$ cat config.mk
export PLATFORM = sky130hd
export DESIGN_NAME = run_ctrl_flat
export DESIGN_NICKNAME = d
export VERILOG_FILES = /design/src/rtl/run_ctrl_pkg.sv /design/src/rtl/run_ctrl_if.sv /design/src/rtl/run_cycle_ctr.sv /design/src/rtl/run_ctrl.sv /design/src/flat_wrapper.sv
export SDC_FILE = /design/constraint.sdc
export NUM_CORES = 1
export LEC_CHECK = 0
export CAP_MARGIN = 20
export CORE_ASPECT_RATIO = 2
export CORE_UTILIZATION = 50
export CTS_CLUSTER_DIAMETER = 30
export CTS_CLUSTER_SIZE = 12
export DETAILED_ROUTE_END_ITERATION = 12
export MAX_ROUTING_LAYER = met4
export PLACE_DENSITY = 0.82
export SLEW_MARGIN = 40
export SYNTH_ARGS = -nofsm -noshare
export SYNTH_HDL_FRONTEND = slang
export SYNTH_HIERARCHICAL = 1
export SYNTH_SLANG_ARGS = --single-unit
$ cat constraint.sdc
create_clock -name clk -period 3.9 [get_ports clk]
set_clock_uncertainty 0.15 [all_clocks]
set_input_delay 1.17 -clock clk [delete_from_list [all_inputs] [get_ports clk]]
set_output_delay 1.17 -clock clk [all_outputs]
set_load 0.05 [all_outputs]
$ cat src/rtl/run_ctrl_pkg.sv
// Shared definitions for the run controller: FSM states, default cycle
// budget and the end-of-run report record.
package run_ctrl_pkg;

  typedef enum logic [1:0] {
    ST_IDLE = 2'd0,
    ST_RUN  = 2'd1,
    ST_STEP = 2'd2,
    ST_DONE = 2'd3
  } run_state_e;

  localparam int unsigned CYCLES_W  = 32;
  localparam int unsigned RET_W     = 8;
  localparam int unsigned TIMEOUT_W = 1;

  localparam logic [CYCLES_W-1:0] DEFAULT_MAX_CYCLES = 32'd500000;

  typedef struct packed {
    logic [CYCLES_W-1:0]  cycles;
    logic [RET_W-1:0]     ret;
    logic [TIMEOUT_W-1:0] timeout;
  } report_t;

  // The CPU clock is enabled only in the two executing states.
  function automatic logic is_enabled_state(input run_state_e st);
    return (st == ST_RUN) || (st == ST_STEP);
  endfunction

  function automatic report_t make_report(input logic [CYCLES_W-1:0]  cycles,
                                          input logic [RET_W-1:0]     ret,
                                          input logic [TIMEOUT_W-1:0] timeout);
    report_t r;
    r.cycles  = cycles;
    r.ret     = ret;
    r.timeout = timeout;
    return r;
  endfunction

endpackage

$ cat src/rtl/run_ctrl_if.sv
// Control/report bundle between a run controller and its host.
interface run_ctrl_if;
  import run_ctrl_pkg::*;

  logic                start;
  logic                stop;
  logic                step;
  logic                isHalt;
  logic [15:0]         ret_val;
  logic                cpu_en;
  logic [CYCLES_W-1:0] cycle_count;
  logic                rpt_valid;
  logic                rpt_ready;
  logic [CYCLES_W-1:0] rpt_cycles;
  logic [RET_W-1:0]    rpt_ret;
  logic                rpt_timeout;

  // Host side: issues run commands and consumes the report.
  modport master (
    output start, stop, step, isHalt, ret_val, rpt_ready,
    input  cpu_en, cycle_count, rpt_valid, rpt_cycles, rpt_ret, rpt_timeout
  );

  // Controller side.
  modport slave (
    input  start, stop, step, isHalt, ret_val, rpt_ready,
    output cpu_en, cycle_count, rpt_valid, rpt_cycles, rpt_ret, rpt_timeout
  );
endinterface

$ cat src/rtl/run_cycle_ctr.sv
// Enabled-cycle counter with synchronous clear and a compare against the
// run budget.
module run_cycle_ctr
  import run_ctrl_pkg::*;
#(
  parameter logic [CYCLES_W-1:0] LIMIT = DEFAULT_MAX_CYCLES
) (
  input  logic                clk,
  input  logic                rst_n,
  input  logic                en,
  input  logic                clr,
  output logic [CYCLES_W-1:0] count,
  output logic                at_limit
);

  logic [CYCLES_W-1:0] count_r;

  // Count enabled cycles; clear wins over enable.
  always_ff @(posedge clk or negedge rst_n) begin
    if (!rst_n) begin
      count_r <= '0;
    end else if (clr) begin
      count_r <= '0;
    end else if (en) begin
      count_r <= count_r + CYCLES_W'(1);
    end else begin
      count_r <= count_r;
    end
  end

  assign count    = count_r;
  assign at_limit = (count_r == LIMIT);

endmodule

$ cat src/rtl/run_ctrl.sv
// Run controller: gates the CPU clock for free-running or single-step
// execution, enforces a cycle budget and hands an end-of-run report to the
// host over a valid/ready handshake.
module run_ctrl
  import run_ctrl_pkg::*;
#(
  parameter logic [CYCLES_W-1:0] MAX_CYCLES = DEFAULT_MAX_CYCLES
) (
  input logic       clk,
  input logic       rst_n,
  run_ctrl_if.slave bus
);

  run_state_e          state_r;
  run_state_e          state_s;
  logic                cpu_en_r;
  logic                step_armed_r;
  logic                step_armed_s;
  logic                step_take_s;
  logic                halt_s;
  logic                timeout_s;
  logic                accept_s;
  logic                ctr_en_s;
  logic                at_limit_s;
  logic [CYCLES_W-1:0] count_s;
  report_t             rpt_r;
  logic                rpt_valid_r;

  // Halt is only meaningful while the CPU is clocked, and beats the budget.
  assign halt_s    = cpu_en_r & bus.isHalt;
  assign timeout_s = cpu_en_r & at_limit_s & ~bus.isHalt;
  // The timeout edge itself is not counted.
  assign ctr_en_s  = cpu_en_r & ~timeout_s;
  assign accept_s  = (state_r == ST_DONE) & rpt_valid_r & bus.rpt_ready;

  run_cycle_ctr #(
    .LIMIT (MAX_CYCLES)
  ) u_ctr (
    .clk      (clk),
    .rst_n    (rst_n),
    .en       (ctr_en_s),
    .clr      (accept_s),
    .count    (count_s),
    .at_limit (at_limit_s)
  );

  // Next-state decode; end-of-run conditions outrank stop.
  always_comb begin
    state_s     = state_r;
    step_take_s = 1'b0;
    case (state_r)
      ST_IDLE: begin
        if (bus.start && !bus.stop) begin
          state_s = ST_RUN;
        end else if (bus.step && step_armed_r) begin
          state_s     = ST_STEP;
          step_take_s = 1'b1;
        end else begin
          state_s = ST_IDLE;
        end
      end
      ST_RUN: begin
        if (halt_s || timeout_s) begin
          state_s = ST_DONE;
        end else if (bus.stop) begin
          state_s = ST_IDLE;
        end else begin
          state_s = ST_RUN;
        end
      end
      ST_STEP: begin
        if (halt_s || timeout_s) begin
          state_s = ST_DONE;
        end else begin
          state_s = ST_IDLE;
        end
      end
      ST_DONE: begin
        if (accept_s) begin
          state_s = ST_IDLE;
        end else begin
          state_s = ST_DONE;
        end
      end
      default: begin
        state_s = ST_IDLE;
      end
    endcase
  end

  // A step request re-arms only after step has been observed low.
  always_comb begin
    step_armed_s = step_armed_r;
    if (!bus.step) begin
      step_armed_s = 1'b1;
    end else if (step_take_s) begin
      step_armed_s = 1'b0;
    end else begin
      step_armed_s = step_armed_r;
    end
  end

  // State register; cpu_en is registered from the next state so it tracks
  // RUN/STEP exactly.
  always_ff @(posedge clk or negedge rst_n) begin
    if (!rst_n) begin
      state_r      <= ST_IDLE;
      cpu_en_r     <= 1'b0;
      step_armed_r <= 1'b1;
    end else begin
      state_r      <= state_s;
      cpu_en_r     <= is_enabled_state(state_s);
      step_armed_r <= step_armed_s;
    end
  end

  // Capture the report at the end-of-run edge and hold it until accepted.
  always_ff @(posedge clk or negedge rst_n) begin
    if (!rst_n) begin
      rpt_r       <= '0;
      rpt_valid_r <= 1'b0;
    end else if (halt_s) begin
      rpt_r       <= make_report(count_s + CYCLES_W'(1), bus.ret_val[RET_W-1:0], 1'b0);
      rpt_valid_r <= 1'b1;
    end else if (timeout_s) begin
      rpt_r       <= make_report(count_s, 8'd0, 1'b1);
      rpt_valid_r <= 1'b1;
    end else if (accept_s) begin
      rpt_r       <= rpt_r;
      rpt_valid_r <= 1'b0;
    end else begin
      rpt_r       <= rpt_r;
      rpt_valid_r <= rpt_valid_r;
    end
  end

  assign bus.cpu_en      = cpu_en_r;
  assign bus.cycle_count = count_s;
  assign bus.rpt_valid   = rpt_valid_r;
  assign bus.rpt_cycles  = rpt_r.cycles;
  assign bus.rpt_ret     = rpt_r.ret;
  assign bus.rpt_timeout = rpt_r.timeout[0];

endmodule

$ cat src/flat_wrapper.sv
// flat-port wrapper written by rule: the top's interface ports become plain ports
module run_ctrl_flat import run_ctrl_pkg::*;
#(
  parameter logic [CYCLES_W-1:0] MAX_CYCLES = DEFAULT_MAX_CYCLES
)
  (clk, rst_n, bus_start, bus_stop, bus_step, bus_isHalt, bus_ret_val, bus_rpt_ready, bus_cpu_en, bus_cycle_count, bus_rpt_valid, bus_rpt_cycles, bus_rpt_ret, bus_rpt_timeout);
  run_ctrl_if bus_i ();
  input logic clk;
  input logic rst_n;
  input wire logic [$bits(bus_i.start)-1:0] bus_start;
  input wire logic [$bits(bus_i.stop)-1:0] bus_stop;
  input wire logic [$bits(bus_i.step)-1:0] bus_step;
  input wire logic [$bits(bus_i.isHalt)-1:0] bus_isHalt;
  input wire logic [$bits(bus_i.ret_val)-1:0] bus_ret_val;
  input wire logic [$bits(bus_i.rpt_ready)-1:0] bus_rpt_ready;
  output wire logic [$bits(bus_i.cpu_en)-1:0] bus_cpu_en;
  output wire logic [$bits(bus_i.cycle_count)-1:0] bus_cycle_count;
  output wire logic [$bits(bus_i.rpt_valid)-1:0] bus_rpt_valid;
  output wire logic [$bits(bus_i.rpt_cycles)-1:0] bus_rpt_cycles;
  output wire logic [$bits(bus_i.rpt_ret)-1:0] bus_rpt_ret;
  output wire logic [$bits(bus_i.rpt_timeout)-1:0] bus_rpt_timeout;
  assign bus_i.start = bus_start;
  assign bus_i.stop = bus_stop;
  assign bus_i.step = bus_step;
  assign bus_i.isHalt = bus_isHalt;
  assign bus_i.ret_val = bus_ret_val;
  assign bus_i.rpt_ready = bus_rpt_ready;
  assign bus_cpu_en = bus_i.cpu_en;
  assign bus_cycle_count = bus_i.cycle_count;
  assign bus_rpt_valid = bus_i.rpt_valid;
  assign bus_rpt_cycles = bus_i.rpt_cycles;
  assign bus_rpt_ret = bus_i.rpt_ret;
  assign bus_rpt_timeout = bus_i.rpt_timeout;
  run_ctrl #(.MAX_CYCLES(MAX_CYCLES)) u_core (.clk(clk), .rst_n(rst_n), .bus(bus_i));
endmodule
Word-level counts from Yosys, hierarchy flattened
Cells that the tools add are included.
- register bits after elaboration: 78
- latch bits: 0
- bits in writable memories: 0
- bits in read-only memories: 0
- input port bits: 23
- output and inout port bits: 75
- logic and storage cells: 52
- memories kept: 0
- add/subtract/negate cells: 1
- multipliers: 0
- div/mod/pow operators: 0
- magnitude comparators: 0
- eq/ne operators: 7
- shift-type cells: 0
- muxes and demuxes: 19
- bitwise operators: 8
- reductions and logical operators: 9
- operator list (kind ; count):
    2-to-1 mux 41 bit ; 2
    2-to-1 mux 32 bit ; 2
    adder 32 x 1 -> 32 bit, second input constant ; 1
    == test 32 x 19 -> 1 bit, second input constant ; 1
    2-to-1 mux 2 bit ; 5
    2-to-1 mux 1 bit ; 9
    one-hot mux 2 bit (4 select lines) ; 1
    AND 1 bit ; 6
    == test 2 bit, second input constant ; 3
    == test 2 x 1 -> 1 bit, second input constant ; 2
    nonzero test 2 bit ; 2
    nonzero test 3 bit ; 1
    logical AND 1 bit ; 2
    zero test 2 bit ; 1
    logical OR 1 bit ; 2
    inequality test 2 x 1 -> 1 bit, second input constant ; 1
    NOT 1 bit ; 2
    zero test 1 bit ; 1

Longest topological paths before layout
Gate-level depths: netlist of the first run.
- word-level depth: 8
- mapped depth: 12
- depth with buffers taken out: 9

By module
The synthesis of the first run kept the hierarchy.
- modules (own cells, without submodules) (module ; times used ; cells an instance ; area each (um^2) ; seq. area each (um^2)):
    run_ctrl ; 1 ; 244 ; 2364.8 ; 1152.4
    run_cycle_ctr ; 1 ; 196 ; 1790.5 ; 800.8

Worst setup path after synthesis of the first run
OpenSTA, ideal clock, no wires.
- path type: flip-flop to flip-flop
- start: register u_core.u_ctr.count_r[13] (netlist: u_core/u_ctr/count[13])
- end: register u_core.u_ctr.count_r[22] (netlist: u_core/u_ctr/count[22])
- setup time: 0.078 ns
- arrival time: 3.461 ns
- data required time: 3.672 ns
- setup slack: 0.211 ns
- stages on the path, launching flop included: 13
- path buffers: 3
- clock period less this slack: 3.689 ns
- cells stage by stage: dfrtp_1 or4b_2 or4_1 nor4_1 and4_1 a21boi_0 buf_4 o2111ai_1 or3_1 clkbuf_1 clkbuf_1 o21ai_0 a21oi_1
- cells in the longest elaborated chain, start to end: 6
- elaborated cells on any way between the ends: 9
- classes of those cells: add/sub (1); eq/ne (1); mux (2); bitwise (4); reduce/logical (1)
- RTL lines (item ; line ; RTL):
    start: declaration ; run_cycle_ctr.sv:16 ; logic [CYCLES_W-1:0] count_r;
    start signal: assignment ; run_cycle_ctr.sv:25 ; count_r <= count_r + CYCLES_W'(1);
    start signal: assignment ; run_cycle_ctr.sv:27 ; count_r <= count_r;
    == test 32 x 19 -> 1 bit ; run_cycle_ctr.sv:32 ; assign at_limit = (count_r == LIMIT);
    named net u_core.at_limit_s ; run_ctrl.sv:24 ; logic at_limit_s;
    AND 1 bit (2 in series) ; run_ctrl.sv:31 ; assign timeout_s = cpu_en_r & at_limit_s & ~bus.isHalt;
    NOT 1 bit ; run_ctrl.sv:33 ; assign ctr_en_s = cpu_en_r & ~timeout_s;
    AND 1 bit ; run_ctrl.sv:33 ;
    named net u_core.ctr_en_s ; run_ctrl.sv:23 ; logic ctr_en_s;
    nonzero test 2 bit (no line) ; n/a ;
The timed path passes the listed nets, and every way through them passes these cells. The select of a mux whose other input is x is not followed.
A chain may end at the register's enable or synchronous reset.

Worst setup path after layout of the first run
- start: register u_core.u_ctr.count_r[19] (netlist: u_core/u_ctr/count[19])
- end: register u_core.u_ctr.count_r[22] (netlist: u_core/u_ctr/count[22])
Same word-level chain as after synthesis.

==> results.json, run 1 <==
{
  "synth_area_per_cell_um2": 9.44,
  "nets": 578,
  "worst_path_max_delay_cell": "or4b_2",
  "grt_pass1_vias": 3897,
  "drtIter0Drc": 314,
  "via_count": 3978,
  "gp_congestion": 0.899,
  "wl_per_cell_um": 17.6,
  "cts_tree": "yes",
  "cts_resized": 0,
  "postCtsSetupBuffers": 0,
  "worst-endpoint-required_ps": 4010,
  "drc": 0,
  "ys_warn_count": 6,
  "path_cells": "or4b_2, or4_1, nor4_1, and4_1, a21boi_0, buf_4, o2111ai_1, or3_1, buf_4, o21ai_0, a21oi_1",
  "ys_types": 46,
  "reg2reg_slack_ps": 330,
  "synth.area.top_cells": "dfrtp_1 (46%), nand2_1 (5.2%), o21ai_0 (4.3%)",
  "fin_cells": 652,
  "final_max_slew_viol_count": 0,
  "path_clk_slew_ps": 60,
  "port_buffers": 89,
  "outcome": "finished, final reports clean",
  "die-area_mm2": 0.00870,
  "clock_path_buffers": 2,
  "layout_common_cells": "clkdlybuf4s50_1 (88), dfrtp_1 (77), nand2_1 (58), o21ai_0 (35), buf_4 (32)",
  "root_buffer": "clkbuf_16",
  "netlist_instances": 440,
  "rows": 46,
  "cpPeakStageDelay_ps": 690,
  "maxSlewHeadroom_pct": 52.3,
  "antenna_found_initial": 0,
  "via_per_inst": 6.10,
  "cts_made_buffers": 9,
  "crit_path_end_kind": "flip-flop",
  "yosysTopAreaCellShare_pct": 46.4,
  "hold_end": "u_core/bus.rpt_cycles[14]$_DFFE_PN0P_",
  "drt-pass1-iter-count": 5,
  "rsz0062_at_grt": "no",
  "hold_depth": 2,
  "clock-sinks": 78,
  "drive_above_1_share_pct": 11.9,
  "crit_fanout": 11,
  "hold_class": "reg -> reg",
  "hp-start": "u_core/bus.rpt_cycles[14]$_DFFE_PN0P_",
  "die_w_um": 66.5,
  "clk_latency_ps": 340,
  "synthArstFlopShare_pct": 100,
  "critPathMostFrequentCell": "buf_4",
  "total_leakage_power_nw": 2.32,
  "r2r_start": "u_core/u_ctr/count[19]$_DFFE_PN0P_",
  "synth_fp_nets": 466,
  "final_util_pct": 70.7,
  "synth_top_area_cell": "dfrtp_1",
  "rr_worst_depth": 11,
  "core-area_mm2": 0.00800,
  "dp_cells": 637,
  "hold_viol": 0,
  "die_h_um": 131,
  "mostFrequentLayoutCell": "clkdlybuf4s50_1",
  "drt-total-wl_um": 11500,
  "crit_arrival_ps": 3680,
  "hold_buffers": 0,
  "start_util_pct": 51.9,
  "worstSetupPathType": "reg -> reg",
  "area_growth_pct": 36.2,
  "ys_ff_latch": 78,
  "ios": 98,
  "grt_max_degree": 79,
  "worstMarginPinSlew_ps": 715,
  "synthFlopType": "dfrtp_1",
  "grt_pass1_wl_um": 18600,
  "cp_top_family": "simple AND/OR/NAND/NOR gates",
  "powerDensity_mw_per_mm2": 559,
  "ir_drop_v": 0.000310,
  "max_cap_viol_count": 0,
  "htree_num_levels": 3,
  "antenna_left": 0,
  "netlist_area_mm2": 0.00416,
  "synth-seq-area-share_pct": 47.0,
  "fin_tns_setup_ps": 0,
  "gr-total-overflow": 0,
  "finalWorstPathRequiredPeriod_ps": 3570,
  "crit_path_start_kind": "flip-flop",
  "fin_crit_sh_pct": 91.5,
  "finalSetupViolCount": 0,
  "synth_edf_count": 0,
  "cp_num_buf_inv": 2,
  "reg2reg_to": "u_core/u_ctr/count[22]$_DFFE_PN0P_",
  "fmax_mhz": 280,
  "antenna_cells": 0,
  "grt_usage_pct": 29.5,
  "detailed_place_hpwl_um": 8050
}
[Yosys cell counts (all sizes together) (2+ instances only)]
library cell  count
a21o              2
buf               5
nor4              8
nor3              8
clkbuf           17
a22o              8
inv              12
a31oi             2
o31ai            13
nand4            20
nand2            58
and3              6
nand3            21
or3              12
nor2b             2
dfrtp            77
mux2i             3
ha                3
a311oi            2
and2              4
mux2              5
and4              5
or4              20
o21ai            36
a211oi            4
nor2             24
a21oi            23
xor2             20
xnor2            11
[sequential cells by signal, summed over array words and instances, names as in the netlist]
signal                  flops
u_core/bus.rpt_cycles      32
u_core/u_ctr/count         32
u_core/bus.rpt_ret          8
u_core/state_r              2
u_core/bus.cpu_en           1
u_core/bus.rpt_timeout      1
u_core/bus.rpt_valid        1
u_core/step_armed_r         1
[worst register-to-register path, cell delays in order, from the launching register on]
cell and delay, ps:
dfrtp_1 380, or4b_2 690, or4_1 420, nor4_1 240
and4_1 250, a21boi_0 90, buf_4 180, o2111ai_1 240
or3_1 390, buf_4 200, o21ai_0 80, a21oi_1 160
[worst max path at each step]
stage	from	cells after the start	slack, ps	endpoint
6_report	u_core/u_ctr/count[19]$_DFFE_PN0P_	11	330	u_core/u_ctr/count[22]$_DFFE_PN0P_
3_3_place_gp	bus_isHalt	8	120	u_core/u_ctr/count[24]$_DFFE_PN0P_
4_1_cts	u_core/u_ctr/count[21]$_DFFE_PN0P_	11	370	u_core/u_ctr/count[22]$_DFFE_PN0P_
5_1_grt	u_core/u_ctr/count[21]$_DFFE_PN0P_	11	90	u_core/u_ctr/count[22]$_DFFE_PN0P_
2_1_floorplan	u_core/u_ctr/count[13]$_DFFE_PN0P_	12	210	u_core/u_ctr/count[22]$_DFFE_PN0P_
3_5_place_dp	bus_isHalt	8	100	u_core/u_ctr/count[24]$_DFFE_PN0P_
[power breakdown]
part | switching (mW) | internal (mW)
Clock | 0.320 | 0.543
Sequential | 0.124 | 0.950
Combinational | 0.803 | 0.422
[logic make-up after synthesis]
kind of cell	synth area share [%]
multiplexers	2.08
AO/OA/AOI/OAI	13.7
XOR/XNOR	6.53
AND/OR/NAND/NOR	26.0
adder cells (fa/ha/maj)	1.14
flip-flops	47.0
buffers and inverters	3.49
[stage by stage]
step	hold slack, ps	setup WS (ps)	power (mW)	area [um^2]
6_report	328	333	3.16	5660
3_5_place_dp	321	97.4	2.31	5350
5_1_grt	357	94.4	3.30	5660
2_1_floorplan	313	211	1.86	4160
4_1_cts	334	374	3.18	5660
3_3_place_gp	311	124	2.26	5320
[area by class of cell]
type / count / area [um^2]
multi-input cells: 328 / 2070
clock inverters: 3 / 42.5
clock buffers: 12 / 267
inverters: 12 / 45.0
fillers: 597 / 2340
flip-flops and latches: 78 / 1950
well taps: 96 / 120
repair buffers: 123 / 1160
[layer usage]
metal  global-route usage (%)  vias up  wire (um)
met2                     51.4      159       6320
met4                     15.4        0        361
met1                     31.8     1943       4200
li1                         -     1840          -
met3                     3.91       36        584
met5                        -        -          0
(Power assumes the default switching activity.)
==> run 2, diff against run 1 <==
--- a/config.mk
+++ b/config.mk
@@ -9,3 +9,3 @@
 export CORE_ASPECT_RATIO = 2
-export CORE_UTILIZATION = 50
+export CORE_UTILIZATION = 49
 export CTS_CLUSTER_DIAMETER = 30
@@ -13,2 +13,3 @@
 export DETAILED_ROUTE_END_ITERATION = 12
+export HOLD_SLACK_MARGIN = 0.1
 export MAX_ROUTING_LAYER = met4
@@ -18,3 +19,2 @@
 export SYNTH_HDL_FRONTEND = slang
-export SYNTH_HIERARCHICAL = 1
 export SYNTH_SLANG_ARGS = --single-unit
--- a/constraint.sdc
+++ b/constraint.sdc
@@ -4,2 +4,2 @@
 set_output_delay 1.17 -clock clk [all_outputs]
-set_load 0.05 [all_outputs]
+set_load 0.02 [all_outputs]
==> run 2 against run 1 <==
Compared with the run above:
- clock power decreased by 12%
- combinational power decreased by 9.8%
- synthesized area decreased by 6.6%
- total power decreased by 3.5%
- sequential power increased by 10%
- via count decreased by 16%
- maximum frequency increased by 23%
- die area decreased by 4.6%
- wire length decreased by 14%
- synthesized cell count decreased by 14%
- worst setup slack improved by 670 ps
- utilization decreased by 3.8 points
==> results.json, run 2 <==
{
  "final_max_slew_viol_count": 0,
  "postCtsSetupBuffers": 0,
  "synth_compound_area_share_pct": 16.6,
  "wl_per_cell_um": 17.5,
  "fmax_mhz": 346,
  "ios": 98,
  "cpPeakStageDelay_ps": 680,
  "powerDensity_mw_per_mm2": 599,
  "synth_adder_area_share_pct": 0.645,
  "cts_resized": 0,
  "core-area_mm2": 0.00760,
  "clk_latency_ps": 340,
  "via_count": 3360,
  "ys_ff_latch": 78,
  "p_int_mw": 1.93,
  "synthArstFlopShare_pct": 100,
  "via_per_inst": 6.00,
  "synth_area_per_cell_um2": 10.2,
  "path_cells": "clkdlybuf4s50_1",
  "max_cap_viol_count": 0,
  "synthMuxAreaShare_pct": 0.516,
  "synth_top_area_cell": "dfrtp_1",
  "grt_usage_pct": 27.0,
  "worst_path_max_delay_cell": "clkdlybuf4s50_1",
  "crit_arrival_ps": 1570,
  "synth_fp_nets": 405,
  "start_util_pct": 51.1,
  "antenna_left": 0,
  "grt_pass1_wl_um": 16700,
  "yosysMostFrequentCell": "dfrtp_1",
  "hold_buffers": 0,
  "synth.area.top_cells": "dfrtp_1 (50%), a22o_1 (6.8%), xnor2_1 (4.7%)",
  "synth_xor_area_share_pct": 8.12,
  "hold_class": "reg -> reg",
  "grt_pass1_vias": 3507,
  "netlist_top_cells_count": "dfrtp_1 (77), a21oi_1 (30), a22o_1 (30)",
  "antenna_found_initial": 0,
  "layout_common_cells": "clkdlybuf4s50_1 (88), dfrtp_1 (77), a21oi_1 (30), a22o_1 (30)",
  "fin_tns_setup_ps": 0,
  "drt-total-wl_um": 9820,
  "pwr-share-clk_pct": 24.9,
  "final.setup.worst_slack_ps": 1010,
  "clock_path_buffers": 2,
  "netlist_instances": 380,
  "gp_congestion": 0.881,
  "crit_fanout": 8,
  "clock-sinks": 78,
  "nets": 486,
  "gr-total-overflow": 0,
  "worstSetupPathType": "reg -> out",
  "drc": 0,
  "worstMarginPinSlew_ps": 706,
  "grt_max_degree": 79,
  "detailed_place_hpwl_um": 6850,
  "worst-endpoint-required_ps": 2580,
  "cts_made_buffers": 9,
  "antenna_cells": 0,
  "synth-simple-area-share_pct": 19.9,
  "rsz0062_at_grt": "no",
  "combPwrFrac_pct": 36.3,
  "synth-seq-area-share_pct": 50.3,
  "yosysTopAreaCellShare_pct": 49.6,
  "synth_top_family_by_area": "simple AND/OR/NAND/NOR gates",
  "hold_ws_ps": 346,
  "p_seq_share_pct": 38.8,
  "htree_num_levels": 3,
  "total_leakage_power_nw": 2.13,
  "cp_top_family": "buffers and inverters",
  "rows": 45,
  "area_growth_pct": 31.1,
  "p_sw_share_pct": 36.6,
  "cp_num_buf_inv": 1,
  "maxSlewHeadroom_pct": 52.9,
  "synthFlopType": "dfrtp_1",
  "fin_crit_sh_pct": 74.2,
  "ir_drop_v": 0.000439,
  "drive_above_1_share_pct": 7.08,
  "netlist_area_mm2": 0.00388,
  "die_h_um": 128,
  "hold_viol": 0,
  "dp_slack_ps": 856,
  "finalWorstPathRequiredPeriod_ps": 2890,
  "die-area_mm2": 0.00830,
  "finalSetupViolCount": 0,
  "cts_tree": "yes",
  "crit_path_start_kind": "flip-flop",
  "drtIter0Drc": 230,
  "place_area_mm2": 0.00482,
  "crit_path_end_kind": "primary output",
  "design_area_mm2": 0.00509,
  "synth_edf_count": 0,
  "ys_types": 44,
  "drt-pass1-iter-count": 4,
  "path_clk_slew_ps": 60,
  "root_buffer": "clkbuf_16",
  "port_buffers": 89,
  "p_sw_mw": 1.12,
  "outcome": "finished, final reports clean",
  "ys_warn_count": 0,
  "mostFrequentLayoutCell": "clkdlybuf4s50_1",
  "die_w_um": 64.9
}
[run 2: power groups by stage]
stage	clock [mW]	sequential, mW	combinational [mW]
after floorplan	0	1.32	0.491
final	0.760	1.18	1.11
after CTS	0.768	1.18	1.11
after global routing	0.795	1.21	1.20
after global placement	0	1.18	1.08
after detailed placement	0	1.19	1.10
[run 2: path summary, 6_finish.rpt]
| check | depth (start not counted) | from | slack, ps | to |
|---|---|---|---|---|
| setup / recovery | 1 | u_core.u_ctr.count[7]$_DFFE_PN0P_ | 1010 | bus_cycle_count[7] |
| hold reg to reg | 1 | u_core.bus.rpt_ret[7]$_DFFE_PN0N_ | 350 | u_core.bus.rpt_ret[7]$_DFFE_PN0N_ |
| hold / removal | 1 | u_core.bus.rpt_ret[7]$_DFFE_PN0N_ | 350 | u_core.bus.rpt_ret[7]$_DFFE_PN0N_ |
| min in group asynchronous | 1 | rst_n | 700 | u_core.bus.rpt_cycles[6]$_DFFE_PN0N_ |
| setup reg to reg | 5 | u_core.u_ctr.count[12]$_DFFE_PN0P_ | 1230 | u_core.state_r[0]$_DFF_PN0_ |
| max in group asynchronous | 1 | rst_n | 2410 | u_core.bus.rpt_cycles[18]$_DFFE_PN0N_ |
[run 2: cells by family (layout without fill, tap and decap cells)]
kind of cell | Yosys count | count (layout)
compound gates | 96 | 96
xor+xnor | 36 | 36
fa+ha+maj | 2 | 2
buf+inv | 32 | 118
flops | 78 | 78
mux | 2 | 2
simple gates | 134 | 134
[run 2: routing by layer]
metal,GRT usage [%],share of wire [%],up-vias
li1,-,-,1546
met1,30.0,37,1701
met2,45.8,57,97
met3,4.45,4.0,16
met4,13.5,1.8,0
met5,-,0,-
[run 2: layout make-up]
type / count / area, um^2
clock inverters: 5 / 25.0
flip-flops and latches: 78 / 1950
multi-input cells: 270 / 1780
fillers: 604 / 2510
clock buffers: 11 / 243
repair buffers: 97 / 952
well taps: 94 / 118
inverters: 5 / 18.8
[run 2: stage by stage]
stage | power, mW | util (%) | cells
global placement | 2.26 | 63.4 | 544
detailed placement | 2.30 | 63.4 | 544
floorplan | 1.81 | - | 380
CTS | 3.06 | 67.0 | 560
global route | 3.20 | 67.0 | 560
finish | 3.05 | 67.0 | 560
==> run 3, diff against run 2 <==
Settings changed: CORE_UTILIZATION 49 to 45, PLACE_DENSITY 0.82 to 0.79.
Clock period 3.9 ns to 2.5 ns, I/O delays scaled along.
==> run 3 against run 2 <==
Compared with the run above:
- via count up 3.5%
- sequential cell count unchanged
- clock power up 100%
- sequential power up 54%
- total power up 72%
- highest routed layer unchanged
- first-iteration DRC count down 14%
- clock-buffer cell count up 2
- design area up 6.2%
- worst setup slack worse by 960 ps
- wire length up 7.9%
- combinational power up 71%
==> results.json, run 3 (synthesized netlist as in run 2, its figures left out) <==
{
  "powerDensity_mw_per_mm2": 972,
  "die_w_um": 67.7,
  "port_buffers": 89,
  "p_int_mw": 3.47,
  "worst-endpoint-required_ps": 1600,
  "register_area_mm2": 0.00196,
  "grt_usage_pct": 26.9,
  "drt-total-wl_um": 10600,
  "start_util_pct": 46.8,
  "die_h_um": 133,
  "core-area_mm2": 0.00829,
  "wl_per_cell_um": 18.0,
  "cp_top_family": "buffers and inverters",
  "multiInputGateArea_mm2": 0.00179,
  "maxSlewHeadroom_pct": 65.8,
  "rr_worst_depth": 8,
  "layout_common_cells": "clkdlybuf4s50_1 (88), dfrtp_1 (75), buf_4 (31), a21oi_1 (30), a22o_1 (30)",
  "total_leakage_power_nw": 2.30,
  "die-area_mm2": 0.00902,
  "crit_path_start_kind": "flip-flop",
  "fin_crit_sh_pct": 98.2,
  "worst_path_max_delay_cell": "clkdlybuf4s50_1",
  "gr-total-overflow": 0,
  "htree_num_levels": 3,
  "gp_congestion": 0.889,
  "p_seq_share_pct": 34.6,
  "crit_path_end_kind": "primary output",
  "clk_latency_ps": 350,
  "final_util_pct": 65.2,
  "hold_ws_ps": 223,
  "grt_pass1_vias": 3553,
  "fin_cells": 589,
  "root_buffer": "clkbuf_16",
  "path_clk_slew_ps": 60,
  "drc": 0,
  "grt_max_degree": 38,
  "hold_class": "in -> async",
  "rows": 47,
  "detailed_place_hpwl_um": 7510,
  "via_count": 3477,
  "ir_drop_v": 0.000694,
  "ios": 98,
  "hold_viol": 0,
  "cts_made_buffers": 9,
  "clock_path_buffers": 2,
  "p_total_mw": 5.26,
  "clock-sinks": 78,
  "nets": 511,
  "p_sw_mw": 1.79,
  "finalWorstPathRequiredPeriod_ps": 2450,
  "cp.depth": 1,
  "antenna_left": 0,
  "fmax_mhz": 408,
  "path_cells": "clkdlybuf4s50_1",
  "pwr-share-clk_pct": 29.3,
  "worstSetupPathType": "reg -> out",
  "mostFrequentLayoutCell": "clkdlybuf4s50_1",
  "area_growth_pct": 39.3,
  "grt_pass1_wl_um": 17700,
  "dp_cells": 572,
  "drive_above_1_share_pct": 12.2,
  "drtIter0Drc": 197,
  "nFillCells": 629,
  "cp_num_buf_inv": 1,
  "crit_fanout": 9,
  "outcome": "finished, final reports clean",
  "worstMarginPinSlew_ps": 512,
  "p_sw_share_pct": 34.0,
  "reg2reg_slack_ps": 200,
  "rsz0062_at_grt": "no",
  "cts_tree": "yes",
  "fin_tns_setup_ps": 0,
  "cpPeakStageDelay_ps": 680,
  "final_max_slew_viol_count": 0,
  "drt-pass1-iter-count": 4,
  "combPwrFrac_pct": 36.1,
  "via_per_inst": 5.90,
  "max_cap_viol_count": 0,
  "crit_arrival_ps": 1550,
  "finalSetupViolCount": 0,
  "antenna_cells": 0,
  "antenna_found_initial": 0
}
run 3: final timing paths:
kind                                                        from                               endpoint
max                           u_core.u_ctr.count[22]$_DFFE_PN0P_                    bus_cycle_count[22]
min                                                        rst_n            u_core.bus.cpu_en$_DFF_PN0_
max reg2reg                   u_core.u_ctr.count[14]$_DFFE_PN0P_      u_core.u_ctr.count[8]$_DFFE_PN0P_
min reg2reg                u_core.bus.rpt_cycles[11]$_DFFE_PN0N_  u_core.bus.rpt_cycles[11]$_DFFE_PN0N_
max in group asynchronous                                  rst_n  u_core.bus.rpt_cycles[22]$_DFFE_PN0N_
min in group clk           u_core.bus.rpt_cycles[11]$_DFFE_PN0N_  u_core.bus.rpt_cycles[11]$_DFFE_PN0N_
run 3: timing repair:
item                       CTS  global route
hold buffers                 0             0
setup endpoints to repair    0             9
setup buffers                0             1
resized for setup            0             3
run 3: per-stage QoR:
step           area [um^2]  setup slack, ps
6_report              5410             46.2
5_1_grt               5410             1.36
4_1_cts               5390             41.0
3_5_place_dp          5040            -4.95
3_3_place_gp          5040             53.1
2_1_floorplan         3880              216
run 3: final cells by class:
cell class                      instances  share of cell area, %
Multi-Input combinational cell        270                   33.0
Sequential cell                        78                   36.2
Tap cell                               98                   2.27
Clock buffer                           13                   4.81
Timing Repair Buffer                  122                   21.7
Inverter                                5                  0.347
Clock inverter                          3                   1.67
run 3: layer usage:
metal | vias to the layer above | track usage (%) | share of wire, %
li1 | 1594 | - | -
met1 | 1737 | 29.8 | 38
met2 | 113 | 44.3 | 55
met3 | 33 | 3.34 | 3.9
met4 | 0 | 16.2 | 3.5
met5 | - | - | 0
run 3: power groups by stage:
stage | logic (mW) | clock network, mW | registers, mW
final | 1.90 | 1.54 | 1.82
after floorplan | 0.765 | 0 | 2.06
after CTS | 1.91 | 1.56 | 1.81
after global placement | 1.85 | 0 | 1.81
after global routing | 2.03 | 1.62 | 1.86
after detailed placement | 1.90 | 0 | 1.82
==> RTL change (config.mk and constraints of run 3) <==
The 4 states of `run_state_e` get a one-hot encoding in 4 bits.
--- a/src/rtl/run_ctrl_pkg.sv
+++ b/src/rtl/run_ctrl_pkg.sv
@@ -2,11 +2,11 @@
 // budget and the end-of-run report record.
 package run_ctrl_pkg;
 
-  typedef enum logic [1:0] {
-    ST_IDLE = 2'd0,
-    ST_RUN  = 2'd1,
-    ST_STEP = 2'd2,
-    ST_DONE = 2'd3
+  typedef enum logic [3:0] {
+    ST_IDLE = 4'b0001,
+    ST_RUN  = 4'b0010,
+    ST_STEP = 4'b0100,
+    ST_DONE = 4'b1000
   } run_state_e;
 
   localparam int unsigned CYCLES_W  = 32;
Formal check against the unedited RTL: same outputs for any inputs over 10 cycles, from zero or initial values and one cycle with rst_n low; not proved beyond that.
==> RTL change against run 3 <==
  * Clock power fell by 23%
  * Sequential cell count rose by 2
  * Combinational power is 20% higher
  * Setup slack better by 0.016 ns
  * Cell count is 12% higher
  * Via count rose by 13%
  * Synthesized area grew 7.7%
  * Power increased by 1.8%
  * Final area rose by 7.0%
  * Die area grew 7.6%
  * Wire length increased by 12%
  * Largest cell class unchanged
==> RTL change: results <==
# TYPE chip_impl_metric gauge
chip_impl_metric{name="holdWs",unit="ns"} 0.255
chip_impl_metric{name="place_hpwl",unit="µm"} 8370
chip_impl_info{name="r2r_start",value="u_core.u_ctr.count[0]"} 1
chip_impl_metric{name="cellInternalPower",unit="µW"} 3370
chip_impl_metric{name="yosys.area_share.adder",unit="%"} 0.598
chip_impl_metric{name="final-seq-area",unit="mm²"} 0.00201
chip_impl_metric{name="sequential_cell_total",unit=""} 80
chip_impl_metric{name="multi_input_comb_area",unit="mm²"} 0.00199
chip_impl_metric{name="drt-wirelength-per-cell",unit="µm"} 17.9
chip_impl_metric{name="dr_total_vias",unit=""} 3944
chip_impl_metric{name="layout.nets",unit=""} 582
chip_impl_metric{name="routed_via_density",unit=""} 5.96
chip_impl_info{name="worstReg2RegEnd",value="u_core.u_ctr.count[31]"} 1
chip_impl_metric{name="synthMuxAreaShare",unit="%"} 0.239
chip_impl_metric{name="r2r_slack",unit="ns"} 0.09
chip_impl_metric{name="vdd_ir_drop_max",unit="V"} 0.000456
chip_impl_metric{name="synth_nets",unit=""} 464
chip_impl_metric{name="post-place-ws",unit="ns"} -0.360
chip_impl_metric{name="nMultiInputCombCells",unit=""} 319
chip_impl_info{name="run_status",value="completed"} 1
chip_impl_metric{name="clkCellAreaFrac",unit="%"} 4.41
chip_impl_metric{name="syn-instance-count",unit=""} 439
chip_impl_metric{name="first_global_vias",unit=""} 3762
chip_impl_metric{name="ratio_of_cells_with_drive_above_1_in_the_final_layout",unit="%"} 14.6
chip_impl_metric{name="netlist-cell-type-count",unit=""} 53
chip_impl_metric{name="pwr-share-clk",unit="%"} 22.1
chip_impl_metric{name="met3_routed_wirelength",unit="µm"} 687
chip_impl_metric{name="global_route.usage.met1",unit="%"} 29.6
chip_impl_metric{name="synth-xor-area-share",unit="%"} 7.33
chip_impl_metric{name="wl_met1",unit="µm"} 4480
chip_impl_metric{name="placedInstanceArea",unit="mm²"} 0.00542
chip_impl_metric{name="drt_iter0_drc",unit=""} 272
RTL change: worst max-delay path by stage:
stage,startpoint,endpoint,slack [ns],depth (start not counted)
floorplan,bus_isHalt,u_core.bus.rpt_cycles[12],0.18,7
global placement,bus_isHalt,u_core.bus.rpt_cycles[10],-0.34,8
detailed placement,bus_isHalt,u_core.u_ctr.count[26],-0.36,8
CTS,bus_isHalt,u_core.bus.rpt_cycles[31],0.01,8
global route,u_core.u_ctr.count[7],u_core.u_ctr.count[17],-0.02,9
finish,u_core.u_ctr.count[19],bus_cycle_count[19],0.06,1
RTL change: timing repair:
action | in CTS | in global routing
gates cloned | 0 | 2
hold buffers | 0 | 0
pin swaps | 0 | 5
endpoints found under the setup margin | 2 | 19
setup buffers | 0 | 4
resized for setup | 2 | 7
RTL change: metrics by stage:
step,total power (µW),util [%]
floorplan,3050,-
global placement,3950,60.2
detailed placement,4040,60.2
CTS,5240,63.1
global route,5630,64.2
finish,5350,64.2
